$ cat src/rtl/cpu_defs_pkg.sv
// Shared CPU definitions: MIPS opcode constants, instruction field positions
// and the decode-stage skid-buffer state encoding.
package cpu_defs;

  localparam logic [5:0] OP_RTYPE = 6'h00;
  localparam logic [5:0] OP_ANDI  = 6'h0C;
  localparam logic [5:0] OP_ORI   = 6'h0D;
  localparam logic [5:0] OP_XORI  = 6'h0E;
  localparam logic [5:0] OP_LUI   = 6'h0F;

  localparam int OP_MSB  = 31;
  localparam int OP_LSB  = 26;
  localparam int RS_MSB  = 25;
  localparam int RS_LSB  = 21;
  localparam int RT_MSB  = 20;
  localparam int RT_LSB  = 16;
  localparam int RD_MSB  = 15;
  localparam int RD_LSB  = 11;
  localparam int SA_MSB  = 10;
  localparam int SA_LSB  = 6;
  localparam int FUN_MSB = 5;
  localparam int FUN_LSB = 0;

  typedef enum logic [1:0] {
    ST_EMPTY = 2'd0,
    ST_ONE   = 2'd1,
    ST_FULL  = 2'd2
  } skid_st_e;

endpackage

$ cat src/rtl/decode_fields.sv
// Pure combinational MIPS field split, immediate extension and jump/branch
// target computation from one {instr, pc} pair.
module decode_fields
  import cpu_defs::*;
#(
  parameter int PC_W = 32
) (
  input  logic [31:0]     i_instr,
  input  logic [PC_W-1:0] i_pc,
  output logic [5:0]      o_op,
  output logic [4:0]      o_rs,
  output logic [4:0]      o_rt,
  output logic [4:0]      o_rd,
  output logic [4:0]      o_sa,
  output logic [5:0]      o_fun,
  output logic [15:0]     o_imm16,
  output logic [25:0]     o_imm26,
  output logic [31:0]     o_imm_ext,
  output logic            o_is_rtype,
  output logic [PC_W-1:0] o_jump_target,
  output logic [PC_W-1:0] o_branch_target
);

  logic [PC_W-1:0] w_pc4;
  logic [PC_W-1:0] w_boff;

  assign o_op       = i_instr[OP_MSB:OP_LSB];
  assign o_rs       = i_instr[RS_MSB:RS_LSB];
  assign o_rt       = i_instr[RT_MSB:RT_LSB];
  assign o_rd       = i_instr[RD_MSB:RD_LSB];
  assign o_sa       = i_instr[SA_MSB:SA_LSB];
  assign o_fun      = i_instr[FUN_MSB:FUN_LSB];
  assign o_imm16    = i_instr[15:0];
  assign o_imm26    = i_instr[25:0];
  assign o_is_rtype = (o_op == OP_RTYPE);

  always_comb begin
    o_imm_ext = {{16{o_imm16[15]}}, o_imm16};
    case (o_op)
      OP_ANDI, OP_ORI, OP_XORI: o_imm_ext = {16'h0000, o_imm16};
      OP_LUI:                   o_imm_ext = {o_imm16, 16'h0000};
      default: ;
    endcase
  end

  // All PC arithmetic is modulo 2^PC_W; carries out of the top are dropped.
  assign w_pc4           = i_pc + PC_W'(4);
  assign w_boff          = {{(PC_W-18){o_imm16[15]}}, o_imm16, 2'b00};
  assign o_branch_target = w_pc4 + w_boff;

  generate
    if (PC_W > 28) begin : g_jt_wide
      assign o_jump_target = {w_pc4[PC_W-1:28], o_imm26, 2'b00};
    end else begin : g_jt_narrow
      assign o_jump_target = {o_imm26, 2'b00};
    end
  endgenerate

endmodule

$ cat src/rtl/decode_stage.sv
// Registered IF/ID stage: valid/ready input, 2-entry skid buffer (or single
// register), combinational decode of the head entry with zeroed idle outputs.
module decode_stage
  import cpu_defs::*;
#(
  parameter int PC_W = 32,
  parameter int SKID = 1
) (
  input  logic            clk,
  input  logic            rst,
  input  logic            flush,
  input  logic            in_valid,
  output logic            in_ready,
  input  logic [31:0]     in_instr,
  input  logic [PC_W-1:0] in_pc,
  output logic            out_valid,
  input  logic            out_ready,
  output logic [5:0]      op,
  output logic [4:0]      rs,
  output logic [4:0]      rt,
  output logic [4:0]      rd,
  output logic [4:0]      sa,
  output logic [5:0]      fun,
  output logic [15:0]     imm16,
  output logic [25:0]     imm26,
  output logic [31:0]     imm_ext,
  output logic            is_rtype,
  output logic [PC_W-1:0] pc_out,
  output logic [PC_W-1:0] jump_target,
  output logic [PC_W-1:0] branch_target
);

  skid_st_e        r_state, w_state_nxt;
  logic [31:0]     r_h_instr, r_s_instr;
  logic [PC_W-1:0] r_h_pc, r_s_pc;
  logic            w_accept, w_retire;
  logic            w_ld_head_in, w_ld_head_skid, w_ld_skid;

  assign out_valid = (r_state != ST_EMPTY);
  assign w_accept  = in_valid & in_ready;
  assign w_retire  = out_valid & out_ready;

  always_ff @(posedge clk) begin
    if (rst) r_state <= ST_EMPTY;
    else     r_state <= w_state_nxt;
  end

  // Flush wins over accept and retire; load strobes stay low so nothing new lands.
  always_comb begin
    w_state_nxt    = r_state;
    w_ld_head_in   = 1'b0;
    w_ld_head_skid = 1'b0;
    w_ld_skid      = 1'b0;
    if (flush) begin
      w_state_nxt = ST_EMPTY;
    end else begin
      case (r_state)
        ST_EMPTY: if (w_accept) begin
          w_state_nxt  = ST_ONE;
          w_ld_head_in = 1'b1;
        end
        ST_ONE: begin
          if (w_accept && w_retire) begin
            w_ld_head_in = 1'b1;
          end else if (w_accept) begin
            if (SKID != 0) begin
              w_state_nxt = ST_FULL;
              w_ld_skid   = 1'b1;
            end
          end else if (w_retire) begin
            w_state_nxt = ST_EMPTY;
          end
        end
        ST_FULL: if (w_retire) begin
          w_state_nxt    = ST_ONE;
          w_ld_head_skid = 1'b1;
        end
        default: w_state_nxt = ST_EMPTY;
      endcase
    end
  end

  always_ff @(posedge clk) begin
    if (rst) begin
      r_h_instr <= '0;
      r_h_pc    <= '0;
      r_s_instr <= '0;
      r_s_pc    <= '0;
    end else begin
      if (w_ld_head_in) begin
        r_h_instr <= in_instr;
        r_h_pc    <= in_pc;
      end else if (w_ld_head_skid) begin
        r_h_instr <= r_s_instr;
        r_h_pc    <= r_s_pc;
      end
      if (w_ld_skid) begin
        r_s_instr <= in_instr;
        r_s_pc    <= in_pc;
      end
    end
  end

  generate
    if (SKID != 0) begin : g_skid
      logic r_in_ready;
      always_ff @(posedge clk) begin
        if (rst) r_in_ready <= 1'b1;
        else     r_in_ready <= (w_state_nxt != ST_FULL);
      end
      assign in_ready = r_in_ready;
    end else begin : g_single
      assign in_ready = !out_valid | out_ready;
    end
  endgenerate

  logic [5:0]      w_op, w_fun;
  logic [4:0]      w_rs, w_rt, w_rd, w_sa;
  logic [15:0]     w_imm16;
  logic [25:0]     w_imm26;
  logic [31:0]     w_imm_ext;
  logic            w_is_rtype;
  logic [PC_W-1:0] w_jt, w_bt;

  decode_fields #(.PC_W(PC_W)) u_fields (
    .i_instr         (r_h_instr),
    .i_pc            (r_h_pc),
    .o_op            (w_op),
    .o_rs            (w_rs),
    .o_rt            (w_rt),
    .o_rd            (w_rd),
    .o_sa            (w_sa),
    .o_fun           (w_fun),
    .o_imm16         (w_imm16),
    .o_imm26         (w_imm26),
    .o_imm_ext       (w_imm_ext),
    .o_is_rtype      (w_is_rtype),
    .o_jump_target   (w_jt),
    .o_branch_target (w_bt)
  );

  // Idle outputs read as zero rather than exposing a stale head entry.
  assign op            = out_valid ? w_op       : '0;
  assign rs            = out_valid ? w_rs       : '0;
  assign rt            = out_valid ? w_rt       : '0;
  assign rd            = out_valid ? w_rd       : '0;
  assign sa            = out_valid ? w_sa       : '0;
  assign fun           = out_valid ? w_fun      : '0;
  assign imm16         = out_valid ? w_imm16    : '0;
  assign imm26         = out_valid ? w_imm26    : '0;
  assign imm_ext       = out_valid ? w_imm_ext  : '0;
  assign is_rtype      = out_valid ? w_is_rtype : 1'b0;
  assign pc_out        = out_valid ? r_h_pc     : '0;
  assign jump_target   = out_valid ? w_jt       : '0;
  assign branch_target = out_valid ? w_bt       : '0;

endmodule

$ cat config.mk
export PLATFORM = sky130hd
export DESIGN_NAME = decode_stage
export DESIGN_NICKNAME = d
export VERILOG_FILES = /design/src/rtl/cpu_defs_pkg.sv /design/src/rtl/decode_fields.sv /design/src/rtl/decode_stage.sv
export SDC_FILE = /design/constraint.sdc
export NUM_CORES = 1
export LEC_CHECK = 0
export CAP_MARGIN = 20
export CORE_ASPECT_RATIO = 0.8
export CORE_MARGIN = 4
export CORE_UTILIZATION = 48
export CTS_CLUSTER_SIZE = 28
export DETAILED_ROUTE_END_ITERATION = 6
export GPL_TIMING_DRIVEN = 0
export PLACE_DENSITY = 0.82
export SLEW_MARGIN = 0
export SYNTH_ARGS = -nofsm -noshare
export SYNTH_HDL_FRONTEND = slang
export SYNTH_SLANG_ARGS = --single-unit
$ cat constraint.sdc
create_clock -name clk -period 4.68 [get_ports clk]
set_input_delay 0.936 -clock clk [delete_from_list [all_inputs] [get_ports clk]]
set_output_delay 0.936 -clock clk [all_outputs]
set_load 0.1 [all_outputs]
# Word-level counts from Yosys, hierarchy flattened
# Index checks and enable logic that the tools add are counted.
[word_totals] inputBits=69 elab_cells=58 out_inout_bits=205 regBits=131
[op_classes] reduce_logical=6 bitwise_logic=2 n_eq_ne=7 n_addsub=2 muxes=35
[ops] operator="32-bit two-way mux" count=8
[ops] operator="32-bit one-hot mux with 2 select lines" count=1
[ops] operator="32-bit by 3-bit adder with 32-bit output, second input constant" count=1
[ops] operator="32-bit adder" count=1
[ops] operator="26-bit two-way mux" count=1
[ops] operator="6-bit by 4-bit == test with 1-bit output, second input constant" count=4
[ops] operator="5-bit two-way mux" count=4
[ops] operator="16-bit two-way mux" count=1
[ops] operator="2-bit two-way mux" count=6
[ops] operator="6-bit two-way mux" count=2
[ops] operator="1-bit two-way mux" count=10
[ops] operator="6-bit zero test" count=1
[ops] operator="2-bit one-hot mux with 3 select lines" count=1
[ops] operator="2-bit nonzero test" count=2
[ops] operator="3-bit OR reduction" count=1
[ops] operator="1-bit AND" count=2
[ops] operator="2-bit by 1-bit == test with 1-bit output, second input constant" count=1
[ops] operator="2-bit == test, second input constant" count=1
[ops] operator="2-bit zero test" count=1
[ops] operator="2-bit inequality test, second input constant" count=1
[ops] operator="1-bit one-hot mux with 2 select lines" count=1
[ops] operator="1-bit logical AND" count=1

# Depth between registers and ports, before layout
[depth] word_depth=8 depth_mapped=16 depth_no_buf=14

# By module
# From an unflattened synthesis, not the netlist that was laid out.
[unflattened] hier_cells=1345 hier_area_um2=10169.8
[by_module_without_submodules] module="decode_stage" cells_each=876 n_inst=1 area_per_inst_um2=6769.0 seq_area_each_um2=2622.5
[by_module_without_submodules] module="decode_fields" cells_each=469 n_inst=1 area_per_inst_um2=3400.8 seq_area_each_um2=0.0

# Worst setup path before layout
# No wires, ideal clock.
[synth_timing] path_kind="reg-to-output" from="register r_h_pc[4]" to="output port branch_target[24]" path_stages_with_launch=14 slack_ns=-0.806 n_path_buf=1 required_ns=3.744 arrival_ns=4.550 cell_sequence="dfxtp_1 > buf_2 > nand4_1 > nor3_1 > nand2_1 > xnor2_1 > ha_1 > a21oi_2 > o21bai_1 > a21oi_1 > or2_1 > a311oi_1 > nor3_1 > nor3b_1"
[synth_between] elab_chain_cells=3
[synth_rtl] item="start: declaration" line_no="decode_stage.sv:35" source="logic [PC_W-1:0] r_h_pc, r_s_pc;"
[synth_rtl] item="start signal: assignment" line_no="decode_stage.sv:92" source="r_h_pc <= in_pc;"
[synth_rtl] item="start signal: assignment" line_no="decode_stage.sv:95" source="r_h_pc <= r_s_pc;"
[synth_rtl] item="32-bit by 3-bit adder with 32-bit output" line_no="decode_fields.sv:47" source="assign w_pc4 = i_pc + PC_W'(4);"
[synth_rtl] item="32-bit adder" line_no="decode_fields.sv:49" source="assign o_branch_target = w_pc4 + w_boff;"
[synth_rtl] item="32-bit two-way mux" line_no="decode_stage.sv:155" source="assign branch_target = out_valid ? w_bt : '0;"
[synth_rtl] item="end: declaration" line_no="decode_stage.sv:30" source="output logic [PC_W-1:0] branch_target"
# No other way between the ends.

# Worst setup path in the final report
[layout_timing] from="register r_h_pc[8]" to="output port branch_target[31]"
# Same word-level chain as after synthesis.

==> results.rst <==
.. list-table::
   :header-rows: 1

   * - Metric
     - Value
   * - Die Area
     - 20600 µm²
   * - Grt met2 use
     - a little under half
   * - Category of the worst setup path capture point
     - output port
   * - Worst reg2reg setup slack
     - 2.40 ns
   * - TritonCTS Buffers
     - 17
   * - Post-synthesis to final-layout area growth
     - 48.4%
   * - Data required time of the critical path
     - around 3.7 ns
   * - Buf+Inv Stages, Crit Path
     - 4
   * - Final hold viol count
     - 0
   * - Critical Path Source Type
     - flip-flop
   * - Global Route met3 Usage
     - under 10%
   * - Layout Nets
     - ~1.6k
   * - Initial core utilization
     - between 40% and 50%
   * - GP Congestion
     - around 0.90
   * - Clock latency at the later pin of the worst-skew pair
     - between 0.4 and 0.5 ns
   * - Count of different cell masters after synthesis
     - 60
   * - Depth of the worst register-to-register path
     - 6
   * - Combined global-route utilization of all metal layers
     - 28.8%
   * - Share of synthesized registers carrying an async set or reset
     - 0%
   * - FF+latch count, synth
     - 131
   * - Setup TNS after final layout
     - -0.201 ns
   * - Count of yosys warnings during synthesis
     - 0
   * - Hold buffer count at cts
     - 0
   * - Hold Crit Start
     - r_s_instr[14]$_SDFFE_PP0P_
   * - Final number of setup-violating endpoints
     - 4
   * - Global-route wire length before repair
     - about 48 mm
   * - Setup repair after global routing missed its margin
     - yes
   * - Setup CP Type
     - reg2out
   * - Leading area contributor after synthesis
     - sky130_fd_sc_hd__dfxtp_1
   * - Area share of the largest cell type after synthesis
     - roughly 30%
   * - Count of clock tree sinks
     - approximately 130
   * - Most frequent cell after synthesis
     - sky130_fd_sc_hd__nand2_1
   * - Average via count per standard cell
     - ~5.6
   * - Number of antenna repair diodes
     - 0
   * - Setup skew after layout
     - 0.00931 ns
   * - Startpoint of the lowest-slack register-to-register path
     - r_state[0]$_SDFF_PP0_
   * - Core Rows
     - between 40 and 50
   * - Fraction of layout instances using a drive strength above 1
     - approximately 18%
   * - Wire length per cell
     - between 15 and 20 µm
   * - Via Count
     - between 9k and 10k
   * - Placeable Area
     - between 15000 and 20000 µm²
   * - Delay contributed by the slowest stage of the critical path
     - around 0.50 ns
   * - Placement-stage cell area
     - 11900 µm²
   * - Hold Crit Class
     - reg2reg
   * - Status
     - finished, violations left
   * - CTS H-tree depth
     - 4
   * - Endpoint, Worst Hold
     - r_s_instr[14]$_SDFFE_PP0P_
   * - Cell chain of the critical path
     - nand4_1 -> buf_4 -> nor3_4 -> buf_6 -> nand4_1 -> xnor2_2 -> buf_4 -> ha_4 -> a21oi_4 -> o211ai_2 -> a21oi_2 -> or4b_1 -> o21ba_1 -> xnor2_1 -> nor2_2 -> buf_12
   * - Worst Path Max Fanout
     - 5
   * - Family of cells with the greatest summed delay on the critical path
     - simple AND/OR/NAND/NOR gates
   * - Slew Limit Fails
     - 0
   * - Number of global-route vias before repair
     - approximately 8.6k
   * - Average footprint of a synthesized cell
     - 7.75 µm²
   * - Remaining number of nets flagged by the antenna check after routing
     - 0
   * - Number of instances in the synthesized netlist
     - approximately 1.1k
   * - Port buffer count
     - roughly 270
   * - Area of all placed cells without fillers
     - 13100 µm²
   * - Worst voltage drop across the vdd grid
     - 268 µV
   * - Violation count after the first detailed-routing iteration
     - 877
   * - Fraction of met1 tracks used by global routing
     - between 30% and 40%
   * - Total power per unit cell area
     - 271 nW/µm²
   * - Number of antenna violations at the first check in global routing
     - 0
   * - Clock slew at reported path FFs
     - roughly 0.06 ns
   * - DP HPWL
     - between 20 and 25 mm
   * - Reg2Reg Capture Point
     - r_h_pc[29]$_SDFFE_PP0P_
   * - Number of detailed-route iterations in the first pass
     - 5
   * - Arrival time worst endpoint
     - 3.84 ns
   * - Global route hottest layer
     - met2
   * - Worst slack at placement
     - -0.795 ns
   * - Bufs on Longest Clock Path
     - 2
   * - Clock Tree Root
     - sky130_fd_sc_hd__clkbuf_16
   * - Part of the cycle the worst path needs
     - 102%
   * - Remaining global-route overflow
     - 0
   * - Static leakage
     - around 6 nW
   * - Number of remaining DRC errors
     - 0
   * - Final critical-path setup slack
     - -0.0939 ns
   * - Boundary pin count
     - 274
   * - Violations in the final reports
     - setup timing
   * - Cell with the largest stage delay on the worst path
     - sky130_fd_sc_hd__or4b_1
   * - Most instantiated flip-flop cell in the synthesis netlist
     - sky130_fd_sc_hd__dfxtp_1
   * - Final Power
     - 3.54 mW
   * - Hold Path Depth
     - 2
   * - Sequential area share after synthesis
     - 29.8%
   * - Post-synthesis instance area
     - between 8000 and 9000 µm²
   * - Number of enable flip-flop cells after synthesis
     - 0
   * - Maxcap violations
     - 0
   * - Min cycle time layout
     - 4.77 ns
   * - Largest net degree at the start of global routing
     - 20
   * - Worst slew margin relative to its limit
     - 27.5%
   * - Width of the die
     - between 150 and 200 µm
   * - Maximum clock rate
     - 209 MHz
   * - Cell types with the highest counts after synthesis
     - 170 x sky130_fd_sc_hd__nand2_1, 131 x sky130_fd_sc_hd__dfxtp_1, 116 x sky130_fd_sc_hd__nor2_1
   * - Slew of the pin with the lowest slew margin
     - roughly 1.1 ns
   * - Largest cells by area after synthesis
     - sky130_fd_sc_hd__dfxtp_1 30%, sky130_fd_sc_hd__mux2i_1 7.4%, sky130_fd_sc_hd__nand2_1 7.2%, sky130_fd_sc_hd__buf_4 6.6%, sky130_fd_sc_hd__a21oi_1 5.7%
   * - Final Routed Wirelength
     - approximately 32 mm
   * - TritonCTS clock tree
     - yes
   * - Die Ht
     - about 130 µm
power breakdown:
group	total (mW)	internal, mW	switching [mW]
Clock	1.38	0.811	0.569
Sequential	1.23	1.16	0.0716
Combinational	0.933	0.297	0.636
flip-flops by register name (all words and copies together) (netlist names):
register and cells:
r_h_instr 32, r_h_pc 32, r_s_instr 32, r_s_pc 32, r_state 2, in_ready 1
worst register-to-register path, stage by stage (launching register included):
cell	delay, ns
sky130_fd_sc_hd__dfxtp_1	0.43
sky130_fd_sc_hd__nand2b_1	0.19
sky130_fd_sc_hd__nand2_1	0.13
sky130_fd_sc_hd__clkbuf_1	0.53
sky130_fd_sc_hd__clkbuf_1	0.55
sky130_fd_sc_hd__nor2_1	0.10
sky130_fd_sc_hd__a211oi_1	0.26
metrics by stage:
step           utilization, %  cells  hold WS, ns
3_3_place_gp             65.7   1639        0.441
5_1_grt                  72.4   1691        0.470
2_1_floorplan               -   1138        0.436
3_5_place_dp             65.7   1639        0.448
4_1_cts                  69.5   1676        0.456
6_report                 72.4   1691        0.455
layout by cell type (no fill, tap or decap), drive strengths merged, types with 13 or more instances in the layout:
cell type,n
nand2,171
clkdlybuf4s50,146
dfxtp,131
buf,126
nor2,118
a21oi,106
and2,78
clkbuf,74
a211oi,65
mux2i,65
dlygate4sd2,55
dlymetal6s2s,38
ha,35
xnor2,33
nand4,22
inv,21
a21o,19
o21a,18
o21ai,17
nor3,16
nand3,15
xor2,13
clkdlybuf4s15,13
cell type report:
type,count,area [µm²]
clock buffer,17,425
buffer,140,832
fill,1446,4980
clock inverter,15,194
tap,230,288
inverter,14,52.6
multi-input combinational,847,5670
timing repair buffer,297,2950
sequential,131,2670
layer usage:
metal  share of wire (%)  wire, µm  vias up
li1                    -         -     4469
met1                  42     13700     4447
met2                  47     15100      528
met3                 8.6      2790       63
met4                 2.5       815        0
met5                   0         0        -
logic make-up (layout without fill, tap and decap cells):
logic type                 count (synthesis)  count (layout)  share of synthesized area [%]
xor gates and xnor gates                  46              46                           4.57
adders and majority gates                 36              36                           5.20
other                                      1               2                         0.0426
AOI/OAI and AO/OA                        250             250                           18.8
muxes                                     65              65                           7.38
DFF                                      131             131                           29.8
and+or+nand+nor                          448             448                           24.0
buffers and inverters                    160             483                           10.2
how the worst max path moves through the flow:
stage / start / endpoint / depth (start not counted) / slack [ns]
4_1_cts: r_h_pc[4]$_SDFFE_PP0P_ / branch_target[31] / 17 / -0.08
5_1_grt: r_h_pc[8]$_SDFFE_PP0P_ / branch_target[31] / 16 / -0.23
6_report: r_h_pc[8]$_SDFFE_PP0P_ / branch_target[31] / 16 / -0.09
2_1_floorplan: r_h_pc[4]$_SDFFE_PP0P_ / branch_target[23] / 14 / 0.007
3_5_place_dp: r_h_pc[5]$_SDFFE_PP0P_ / branch_target[31] / 14 / -0.80
3_3_place_gp: r_h_pc[5]$_SDFFE_PP0P_ / branch_target[31] / 14 / -0.77
timing repair:
action	4_1_cts	5_1_grt
buffers inserted	9	17
setup endpoints to repair	87	72
pin swaps	8	15
cloned	0	0
gates resized for setup	209	127
endpoints found under the hold margin	0	0
Note: power is estimated with default switching activity, not from simulation.
